==> src/rtl/writeback_arbiter_if.sv <==
// rtl/writeback_arbiter_if.sv - result-port and write-back bus bundle for writeback_arbiter
// Flattened per-unit slices: unit i owns res_rd[i*REG_ADDR_W +: REG_ADDR_W] and res_data[i*XLEN +: XLEN].
interface writeback_arbiter_if #(
   parameter int N_UNITS    = 4,
   parameter int XLEN       = 32,
   parameter int REG_ADDR_W = 5
);
   logic [N_UNITS-1:0]            res_valid;
   logic [N_UNITS-1:0]            res_ready;
   logic [N_UNITS*REG_ADDR_W-1:0] res_rd;
   logic [N_UNITS*XLEN-1:0]       res_data;
   logic                          wb_write;
   logic [REG_ADDR_W-1:0]         wb_address;
   logic [XLEN-1:0]               wb_data;
   logic                          busy;

   modport slave (
      input  res_valid, res_rd, res_data,
      output res_ready, wb_write, wb_address, wb_data, busy
   );

   modport master (
      output res_valid, res_rd, res_data,
      input  res_ready, wb_write, wb_address, wb_data, busy
   );
endinterface

==> src/rtl/writeback_arbiter.sv <==
// rtl/writeback_arbiter.sv - per-unit result FIFOs, round-robin pick, registered register-file write port
// Every accepted result with rd!=0 is written exactly once; rd==0 results are dropped at push.
module writeback_arbiter #(
   parameter int N_UNITS    = 4,
   parameter int XLEN       = 32,
   parameter int REG_ADDR_W = 5,
   parameter int DEPTH      = 2
) (
   input logic                clk,
   input logic                rst_n,
   writeback_arbiter_if.slave bus
);
   localparam int UW = (N_UNITS > 1) ? $clog2(N_UNITS) : 1;
   localparam int AW = $clog2(DEPTH);
   localparam int CW = $clog2(DEPTH + 1);

   logic [N_UNITS-1:0]    w_push;
   logic [N_UNITS-1:0]    w_nonempty;
   logic [N_UNITS-1:0]    w_full;
   logic [N_UNITS-1:0]    w_grant;
   logic [REG_ADDR_W-1:0] w_head_rd   [N_UNITS];
   logic [XLEN-1:0]       w_head_data [N_UNITS];
   logic [UW-1:0]         w_winner;
   logic                  w_any;

   logic [UW-1:0]         r_rr;
   logic                  r_wb_write;
   logic [REG_ADDR_W-1:0] r_wb_address;
   logic [XLEN-1:0]       r_wb_data;

   for (genvar g = 0; g < N_UNITS; g++) begin : g_unit
      logic [CW-1:0]         r_count;
      logic [AW-1:0]         r_wr_ptr;
      logic [AW-1:0]         r_rd_ptr;
      logic [REG_ADDR_W-1:0] r_mem_rd   [DEPTH];
      logic [XLEN-1:0]       r_mem_data [DEPTH];
      logic [REG_ADDR_W-1:0] w_rd;
      logic [XLEN-1:0]       w_data;

      assign w_rd          = bus.res_rd[g*REG_ADDR_W +: REG_ADDR_W];
      assign w_data        = bus.res_data[g*XLEN +: XLEN];
      // Ready depends only on the registered count, so a same-cycle pop never frees a slot.
      assign w_full[g]     = (r_count == CW'(DEPTH));
      assign w_nonempty[g] = (r_count != '0);
      assign w_push[g]     = bus.res_valid[g] && !w_full[g] && (w_rd != '0);

      always_ff @(posedge clk or negedge rst_n) begin
         if (!rst_n) begin
            r_count  <= '0;
            r_wr_ptr <= '0;
            r_rd_ptr <= '0;
         end else begin
            if (w_push[g])
               r_wr_ptr <= r_wr_ptr + AW'(1);
            if (w_grant[g])
               r_rd_ptr <= r_rd_ptr + AW'(1);
            if (w_push[g] && !w_grant[g])
               r_count <= r_count + CW'(1);
            else if (!w_push[g] && w_grant[g])
               r_count <= r_count - CW'(1);
         end
      end

      always_ff @(posedge clk) begin
         if (w_push[g]) begin
            r_mem_rd[r_wr_ptr]   <= w_rd;
            r_mem_data[r_wr_ptr] <= w_data;
         end
      end

      assign w_head_rd[g]   = r_mem_rd[r_rd_ptr];
      assign w_head_data[g] = r_mem_data[r_rd_ptr];
   end

   // First non-empty FIFO after the last winner, wrapping; rr = N_UNITS-1 makes unit 0 first.
   always_comb begin : arb
      logic [UW-1:0] v_idx;
      w_any    = 1'b0;
      w_winner = r_rr;
      w_grant  = '0;
      v_idx    = '0;
      for (int k = 1; k <= N_UNITS; k++) begin
         v_idx = UW'((int'(r_rr) + k) % N_UNITS);
         if (!w_any && w_nonempty[v_idx]) begin
            w_any    = 1'b1;
            w_winner = v_idx;
         end
      end
      if (w_any)
         w_grant[w_winner] = 1'b1;
   end

   always_ff @(posedge clk or negedge rst_n) begin
      if (!rst_n) begin
         r_rr         <= UW'(N_UNITS - 1);
         r_wb_write   <= 1'b0;
         r_wb_address <= '0;
         r_wb_data    <= '0;
      end else begin
         if (w_any)
            r_rr <= w_winner;
         r_wb_write   <= w_any;
         r_wb_address <= w_any ? w_head_rd[w_winner]   : '0;
         r_wb_data    <= w_any ? w_head_data[w_winner] : '0;
      end
   end

   assign bus.res_ready  = ~w_full;
   assign bus.wb_write   = r_wb_write;
   assign bus.wb_address = r_wb_address;
   assign bus.wb_data    = r_wb_data;
   assign bus.busy       = (|w_nonempty) | r_wb_write;
endmodule
==> src/flat_wrapper.sv <==
// flat-port wrapper written by rule: the top's interface ports become plain ports
module writeback_arbiter_flat 
#(
   parameter int N_UNITS    = 4,
   parameter int XLEN       = 32,
   parameter int REG_ADDR_W = 5,
   parameter int DEPTH      = 2
)
  (clk, rst_n, bus_res_valid, bus_res_rd, bus_res_data, bus_res_ready, bus_wb_write, bus_wb_address, bus_wb_data, bus_busy);
  writeback_arbiter_if #(.N_UNITS(N_UNITS), .XLEN(XLEN), .REG_ADDR_W(REG_ADDR_W)) bus_i ();
  input logic clk;
  input logic rst_n;
  input wire logic [$bits(bus_i.res_valid)-1:0] bus_res_valid;
  input wire logic [$bits(bus_i.res_rd)-1:0] bus_res_rd;
  input wire logic [$bits(bus_i.res_data)-1:0] bus_res_data;
  output wire logic [$bits(bus_i.res_ready)-1:0] bus_res_ready;
  output wire logic [$bits(bus_i.wb_write)-1:0] bus_wb_write;
  output wire logic [$bits(bus_i.wb_address)-1:0] bus_wb_address;
  output wire logic [$bits(bus_i.wb_data)-1:0] bus_wb_data;
  output wire logic [$bits(bus_i.busy)-1:0] bus_busy;
  assign bus_i.res_valid = bus_res_valid;
  assign bus_i.res_rd = bus_res_rd;
  assign bus_i.res_data = bus_res_data;
  assign bus_res_ready = bus_i.res_ready;
  assign bus_wb_write = bus_i.wb_write;
  assign bus_wb_address = bus_i.wb_address;
  assign bus_wb_data = bus_i.wb_data;
  assign bus_busy = bus_i.busy;
  writeback_arbiter #(.N_UNITS(N_UNITS), .XLEN(XLEN), .REG_ADDR_W(REG_ADDR_W), .DEPTH(DEPTH)) u_core (.clk(clk), .rst_n(rst_n), .bus(bus_i));
endmodule
==> config.mk <==
export PLATFORM = sky130hd
export DESIGN_NAME = writeback_arbiter_flat
export DESIGN_NICKNAME = d
export VERILOG_FILES = /design/src/rtl/writeback_arbiter_if.sv /design/src/rtl/writeback_arbiter.sv /design/src/flat_wrapper.sv
export SDC_FILE = /design/constraint.sdc
export NUM_CORES = 1
export LEC_CHECK = 0
export BUFFER_PORTS_ARGS = -buffer_cell sky130_fd_sc_hd__buf_4
export CORE_MARGIN = 4
export CORE_UTILIZATION = 61
export DETAILED_ROUTE_END_ITERATION = 16
export GPL_ROUTABILITY_DRIVEN = 0
export PLACE_DENSITY = 0.84
export SLEW_MARGIN = 10
export SYNTH_ARGS = -nofsm -noshare
export SYNTH_HDL_FRONTEND = slang
export SYNTH_SLANG_ARGS = --single-unit
==> constraint.sdc <==
create_clock -name clk -period 6.4 [get_ports clk]
set_input_delay 0.64 -clock clk [delete_from_list [all_inputs] [get_ports clk]]
set_output_delay 0.64 -clock clk [all_outputs]
set_load 0.01 [all_outputs]
==> impl_results.md, run 1 <==
* Status: finished clean
* Slew Viols, Final at 0
* Worst-path clk slew at 60 ps
* Setup repair bufs after CTS at 0
* Clock Latency Late Sink at 500 ps
* Largest net degree at the start of global routing at 57
* Layout Skew at 9.97 ps
* IO Port Bufs at 196
* Synth area leader: edfxtp_1
* Post-synth top cells: edfxtp_1 (296), mux2i_1 (197), nor2_1 (62)
* Ys flop type: edfxtp_1
* Switching Share at 34.2%
* Peak Freq at 318 MHz
* Core Util, Final at 75.2%
* Top post-synthesis cells by area: edfxtp_1 (65%), mux2i_1 (14%), dfrtp_1 (9.9%)
* Drt via density at 5.87
* Die Ht at 158 um
* CP Class: register to register
* Max-slew headroom at 15.4%
* Final setup fails at 0
* DP Area at 15400 um2
* Post-cts hold buffer count at 0
* Cell Rows at 54
* Io pins at 197
* Total CTS buffers at 35
* H-tree Lvls at 2
* Final Cell Area at 16500 um2
* HP Class: input pin to asynchronous set/reset pin
* Initial DRC Count at 506
* Most frequent cell after synthesis: edfxtp_1
* Fin crit share at 49.1%
* Share of the synthesized area in the top cell type at 65.1%
* Final HPWL DP at 19.3 mm
* Initial antenna violation count at 0
* Nets at 1123
* Comb pwr share at 36.8%
* Initial core utilization at 62.4%
* CP Capture Type: register
* #FFs+latches synth at 352
* Layout cell share with drive strength beyond 1 at 28.0%
* VDD IR max at 0.451 mV
* First-pass GRT wire length at 44.3 mm
* Distinct cells, synth at 44
* Min cycle time layout at 3140 ps
* Int Pwr at 5.71 mW
* TritonCTS clock tree: yes
* Area growth from synthesis to layout at 20.5%
* Post-synth ARST share at 15.9%
* Final Hold Viols at 0
* Max Fanout on Critical Path at 28
* Flop pwr share at 41.2%
* Global route total overflow at 0
* Final ANT Viol Nets at 0
* Clock Sink Count at 352
* Slew @ Worst Pin at 1270 ps
* Post-synthesis cell count at 762
* Cell Area, Synth at 13700 um2
* CP startpoint kind: register
* Sw Pwr at 2.97 mW
* Vias at 7455
* FILL cells at 1300
* EDFF count, synth at 296
* Clock power frac at 22.1%
* N_diodes at 0
* Sequential-to-total area share from yosys stat at 75.4%
* GRT Total Usage at 24.1%
* RSZ-0062 raised after global routing: false
* Worst Hold Slack at 199 ps
* Maxcap violations at 0
* Resize count post-CTS at 0
* Final wirelength at 30.2 mm
* Data arrival, critical path at 3520 ps
* Pre-antenna DRT Iters at 5
* Avg Cell Area, Syn at 17.9 um2
* Routed WL per cell at 23.8 um
* Die area at 24800 um2
* Synthesis Warnings at 0
* Placeable Area at 21900 um2
* Total negative slack at 0 ps
* Vias in the first global route at 7804
* CTS Root Buffer Type: clkbuf_16
* Die W at 158 um
* CTS Buffer Depth at 3
* PD cells at 527 nW/um2
* Worst path required time at 6780 ps
* Syn Nets at 920
* Leak at 6.52 nW
* Drt drc at 0
[kinds of logic after synthesis]
logic type,after synthesis,synth area share (%)
flops,352,75.4
mux,197,14.4
simple gates,89,3.05
compound gates,58,3.83
buf+inv,42,1.65
xor+xnor,20,1.28
fa+ha+maj,4,0.367
[routing by layer]
| metal | vias up | share of wire (%) | track usage [%] |
|---|---|---|---|
| met5 | - | 0 | 0 |
| met4 | 0 | 2.0 | 6.19 |
| met3 | 50 | 8.5 | 5.19 |
| met2 | 338 | 51 | 41.6 |
| met1 | 3711 | 39 | 31.5 |
| li1 | 3356 | - | - |
[power by group through the flow]
stage	clock [mW]	combinational (mW)	sequential [mW]
6_report	1.91	3.19	3.57
4_1_cts	1.93	3.20	3.57
3_5_place_dp	0	3.17	3.61
5_1_grt	2.04	3.42	3.62
3_3_place_gp	0	3.07	3.58
2_1_floorplan	0	2.32	3.47
[state kept, by name, indices dropped and copies added, names as in the netlist]
name,count
u_core.g_unit.r_mem_data,256
u_core.g_unit.r_mem_rd,40
u_core.bus.wb_data,32
u_core.g_unit.r_count,8
u_core.bus.wb_address,5
u_core.g_unit.r_rd_ptr,4
u_core.g_unit.r_wr_ptr,4
u_core.r_rr,2
u_core.bus.wb_write,1
[per-stage QoR]
| stage | power [mW] | worst slack, ps | cells |
|---|---|---|---|
| 4_1_cts | 8.71 | 3270 | 1268 |
| 2_1_floorplan | 5.79 | 3530 | 762 |
| 6_report | 8.68 | 3260 | 1269 |
| 5_1_grt | 9.08 | 3060 | 1269 |
| 3_3_place_gp | 6.65 | 3410 | 1207 |
| 3_5_place_dp | 6.77 | 3310 | 1207 |
[path summary, 6_finish.rpt]
kind,from,end,slack [ps],depth (start not counted)
hold / removal,rst_n,u_core.bus.wb_write,200,1
setup reg to reg,u_core.r_rr[1],u_core.g_unit[1].r_count[1],3260,9
max in group asynchronous,rst_n,u_core.g_unit[2].r_rd_ptr,5610,1
hold reg to reg,u_core.g_unit[2].r_wr_ptr,u_core.g_unit[2].r_wr_ptr,540,1
min in group clk,bus_res_data[112],u_core.g_unit[3].r_mem_data[1][16],320,1
setup / recovery,u_core.r_rr[1],u_core.g_unit[1].r_count[1],3260,9
[area by class of cell]
| cell class | count | area [um2] | area share (%) |
|---|---|---|---|
| Sequential cell | 352 | 10300 | 62.6 |
| Multi-Input combinational cell | 368 | 3180 | 19.4 |
| Timing Repair Buffer | 202 | 1530 | 9.29 |
| Clock buffer | 48 | 975 | 5.92 |
| Tap cell | 280 | 350 | 2.13 |
| Clock inverter | 13 | 90.1 | 0.548 |
| Inverter | 6 | 27.5 | 0.167 |
[critical path: stages (launching register included)]
cell,delay (ps)
dfstp_2,620
o21ba_2,190
o21ai_0,170
and3_2,940
inv_6,300
nand2_1,230
ha_1,190
xor2_1,160
nor2_1,70
xor2_1,130
[layout by cell type, fill, tap and decap left out, types with 2 or more instances in the layout]
master,count
edfxtp_1,296
dfrtp_1,50
o21ai_0,2
a21oi_1,2
o211ai_1,4
inv_1,5
and2_2,4
clkinv_2,8
inv_6,2
buf_4,201
o32a_1,25
dfrtp_2,4
xor2_1,8
nor2_1,58
nand2b_1,5
or4_1,4
nor2_4,4
xnor2_1,12
clkbuf_8,5
clkinv_1,3
nand2_1,4
clkbuf_1,8
dfstp_2,2
a22o_1,13
clkbuf_16,35
ha_1,4
nor4_2,2
mux2i_1,197
Note: power is estimated with default switching activity, not from simulation.
==> run 2, diff against run 1 <==
- CORE_UTILIZATION: 61 -> 57
- PLACE_DENSITY: 0.84 -> 0.8
- clock period: 6.4 -> 3 ns (I/O delays scaled with it)
==> run 2 against run 1 <==
Net effect: routed wire length is 11% higher; critical path depth is 3 lower; clock power is 130% higher; core utilization is 1.9 points higher.
==> impl_results.md, run 2 (same netlist as run 1, synthesis figures left out) <==
* Final ANT Viol Nets at 0 (unchanged)
* Filler-free cell count of the finished design at 1467 (+16%)
* Reg2reg start: u_core.r_rr[1]
* GRT Total Usage at 25.2% (+1.1 points)
* Maxcap violations at 0 (unchanged)
* Global route total overflow at 0 (unchanged)
* Max reg flops at 256 (unchanged)
* Max Fanout on Critical Path at 37 (+32%)
* Data arrival, critical path at 2710 ps (-810 ps)
* Worst Hold End: u_core.g_unit[2].r_mem_rd[1][1]
* Status: finished clean
* Switching Share at 34.4% (+0.17 points)
* Drt via density at 5.59 (-4.8%)
* Drt drc at 0 (unchanged)
* Clock power frac at 22.6% (+0.5 points)
* H-tree Lvls at 2 (unchanged)
* Vias in the first global route at 8663 (+11%)
* Final wirelength at 33.6 mm (+11%)
* Cell Rows at 56 (+3.7%)
* Final Hold Viols at 0 (unchanged)
* Sw Pwr at 6.63 mW (+120%)
* Slew Viols, Final at 0 (unchanged)
* Final setup fails at 0 (unchanged)
* Post-layout worst setup margin at 403 ps (-2860 ps)
* Die area at 26500 um2 (+6.7%)
* Pre-antenna DRT Iters at 5 (unchanged)
* Final HPWL DP at 19.9 mm (+2.8%)
* Crit-path leading delay family: simple AND/OR/NAND/NOR gates
* Layout cell share with drive strength beyond 1 at 25.3% (-2.7 points)
* Flop pwr share at 39.3% (-1.9 points)
* Largest net degree at the start of global routing at 57 (unchanged)
* Total negative slack at 0 ps (unchanged)
* Worst Hold Slack at 21.2 ps (-178 ps)
* RSZ-0062 raised after global routing: false
* FILL cells at 1305 (+0.38%)
* Area growth from synthesis to layout at 32.9%
* Die Ht at 163 um (+3.3%)
* Worst R2R End: u_core.g_unit[0].r_count[1]
* Most frequent cells in the layout: edfxtp_1 (296), buf_4 (208), mux2i_1 (197), dlygate4sd3_1 (147), nor2_1 (58)
* DP Area at 15500 um2 (+1.1%)
* FF-to-FF setup slack at 510 ps (-2750 ps)
* Min cycle time layout at 2600 ps
* Core Util, Final at 77.1% (+1.9 points)
* Register area at 10300 um2 (unchanged)
* Initial antenna violation count at 0 (unchanged)
* Worst-path clk slew at 60 ps (about the same)
* Hold Path Stages at 1
* Nets at 1280 (+14%)
* Cell count after placement at 1256 (+4.1%)
* Initial core utilization at 58.0% (-4.4 points)
* Critical path's slowest cell: or4_1
* Placeable Area at 23500 um2 (+7.5%)
* TritonCTS clock tree: yes
* CP cell instances: dlygate4sd3_1 > buf_4 > or4_1 > o211ai_1 > inv_1 > and2_2
* Slew @ Worst Pin at 1220 ps (-45.2 ps)
* Die W at 163 um (+3.3%)
* First-pass GRT wire length at 50.2 mm (+13%)
* Leak at 7.22 nW (+11%)
* HP Class: input pin to register
* Initial DRC Count at 654 (+29%)
* CTS Root Buffer Type: clkbuf_16
* Total CTS buffers at 36 (+2.9%)
* N_diodes at 0 (unchanged)
* Final Cell Area at 18100 um2 (+10%)
* Multi-input gate area at 3180 um2 (unchanged)
* Commonest non-fill, non-tap cell in the layout: edfxtp_1
* Int Pwr at 12.6 mW (+120%)
* CP startpoint kind: input pin
* Max-slew headroom at 18.2% (+2.8 points)
* Max incr delay on CP at 600 ps (-340 ps)
* IO Port Bufs at 196 (unchanged)
* Setup repair bufs after CTS at 0 (unchanged)
* CTS Buffer Depth at 3 (unchanged)
* Worst path required time at 3110 ps (-3670 ps)
* Io pins at 197 (unchanged)
* Routed WL per cell at 22.9 um (-3.7%)
* Overall Power at 19.3 mW (+120%)
* Fin crit share at 86.6%
* Layout Skew at 20.2 ps (+10.3 ps)
* CP Class: input pin to register
* WP buf/inv at 3 (+2)
* CP Capture Type: register
* Worst r2r path cells at 8 (-1)
* Clock Latency Late Sink at 510 ps (about the same)
* Clock Sink Count at 352 (unchanged)
* Biggest register: u_core.g_unit.r_mem_data
* Vias at 8207 (+10%)
* PD cells at 1060 nW/um2 (+100%)
* VDD IR max at 0.835 mV (+85%)
* Place WS at 460 ps (-2850 ps)
* Comb pwr share at 38.1% (+1.3 points)
* Peak Freq at 385 MHz
* Hold wc startpoint: bus_res_rd[11]
run 2: worst max path at each step:
stage                                start                                  to  slack (ps)  depth (start not counted)
4_1_cts                     bus_res_rd[10]  u_core.g_unit[2].r_mem_data[1][28]         410                          6
3_3_place_gp                bus_res_rd[10]   u_core.g_unit[2].r_mem_data[1][8]         540                          5
5_1_grt                     bus_res_rd[10]  u_core.g_unit[2].r_mem_data[1][29]         280                          6
3_5_place_dp                bus_res_rd[15]  u_core.g_unit[3].r_mem_data[1][17]         460                          5
6_report                    bus_res_rd[10]  u_core.g_unit[2].r_mem_data[1][29]         400                          6
2_1_floorplan  u_core.g_unit[3].r_count[0]   u_core.g_unit[3].r_mem_data[0][0]         160                          4
run 2: power by group through the flow:
stage / registers [mW] / logic (mW) / clock network (mW)
2_1_floorplan: 7.41 / 4.95 / 0
3_3_place_gp: 7.56 / 6.99 / 0
3_5_place_dp: 7.62 / 7.11 / 0
4_1_cts: 7.54 / 7.34 / 4.37
5_1_grt: 7.69 / 7.85 / 4.59
6_report: 7.58 / 7.34 / 4.35
run 2: routing by layer:
layer  track usage [%]  part of all wire (%)
met5                 0                     0
met4              6.18                   2.0
met3              4.28                   7.2
met2              45.0                    52
met1              32.5                    39
run 2: cell type report:
| type | instances | share of cell area [%] |
|---|---|---|
| inverters | 6 | 0.152 |
| multi-input cells | 368 | 17.5 |
| repair buffers | 358 | 17.0 |
| clock inverters | 13 | 0.662 |
| flip-flops and latches | 352 | 56.7 |
| clock buffers | 51 | 5.67 |
| well taps | 319 | 2.20 |
run 2: what timing repair did:
| action | in CTS | in global routing |
|---|---|---|
| hold buffers | 146 | 1 |
| endpoints found under the hold margin | 344 | 2 |
| endpoints found under the setup margin | 0 | 0 |
| gates resized for setup | 0 | 0 |
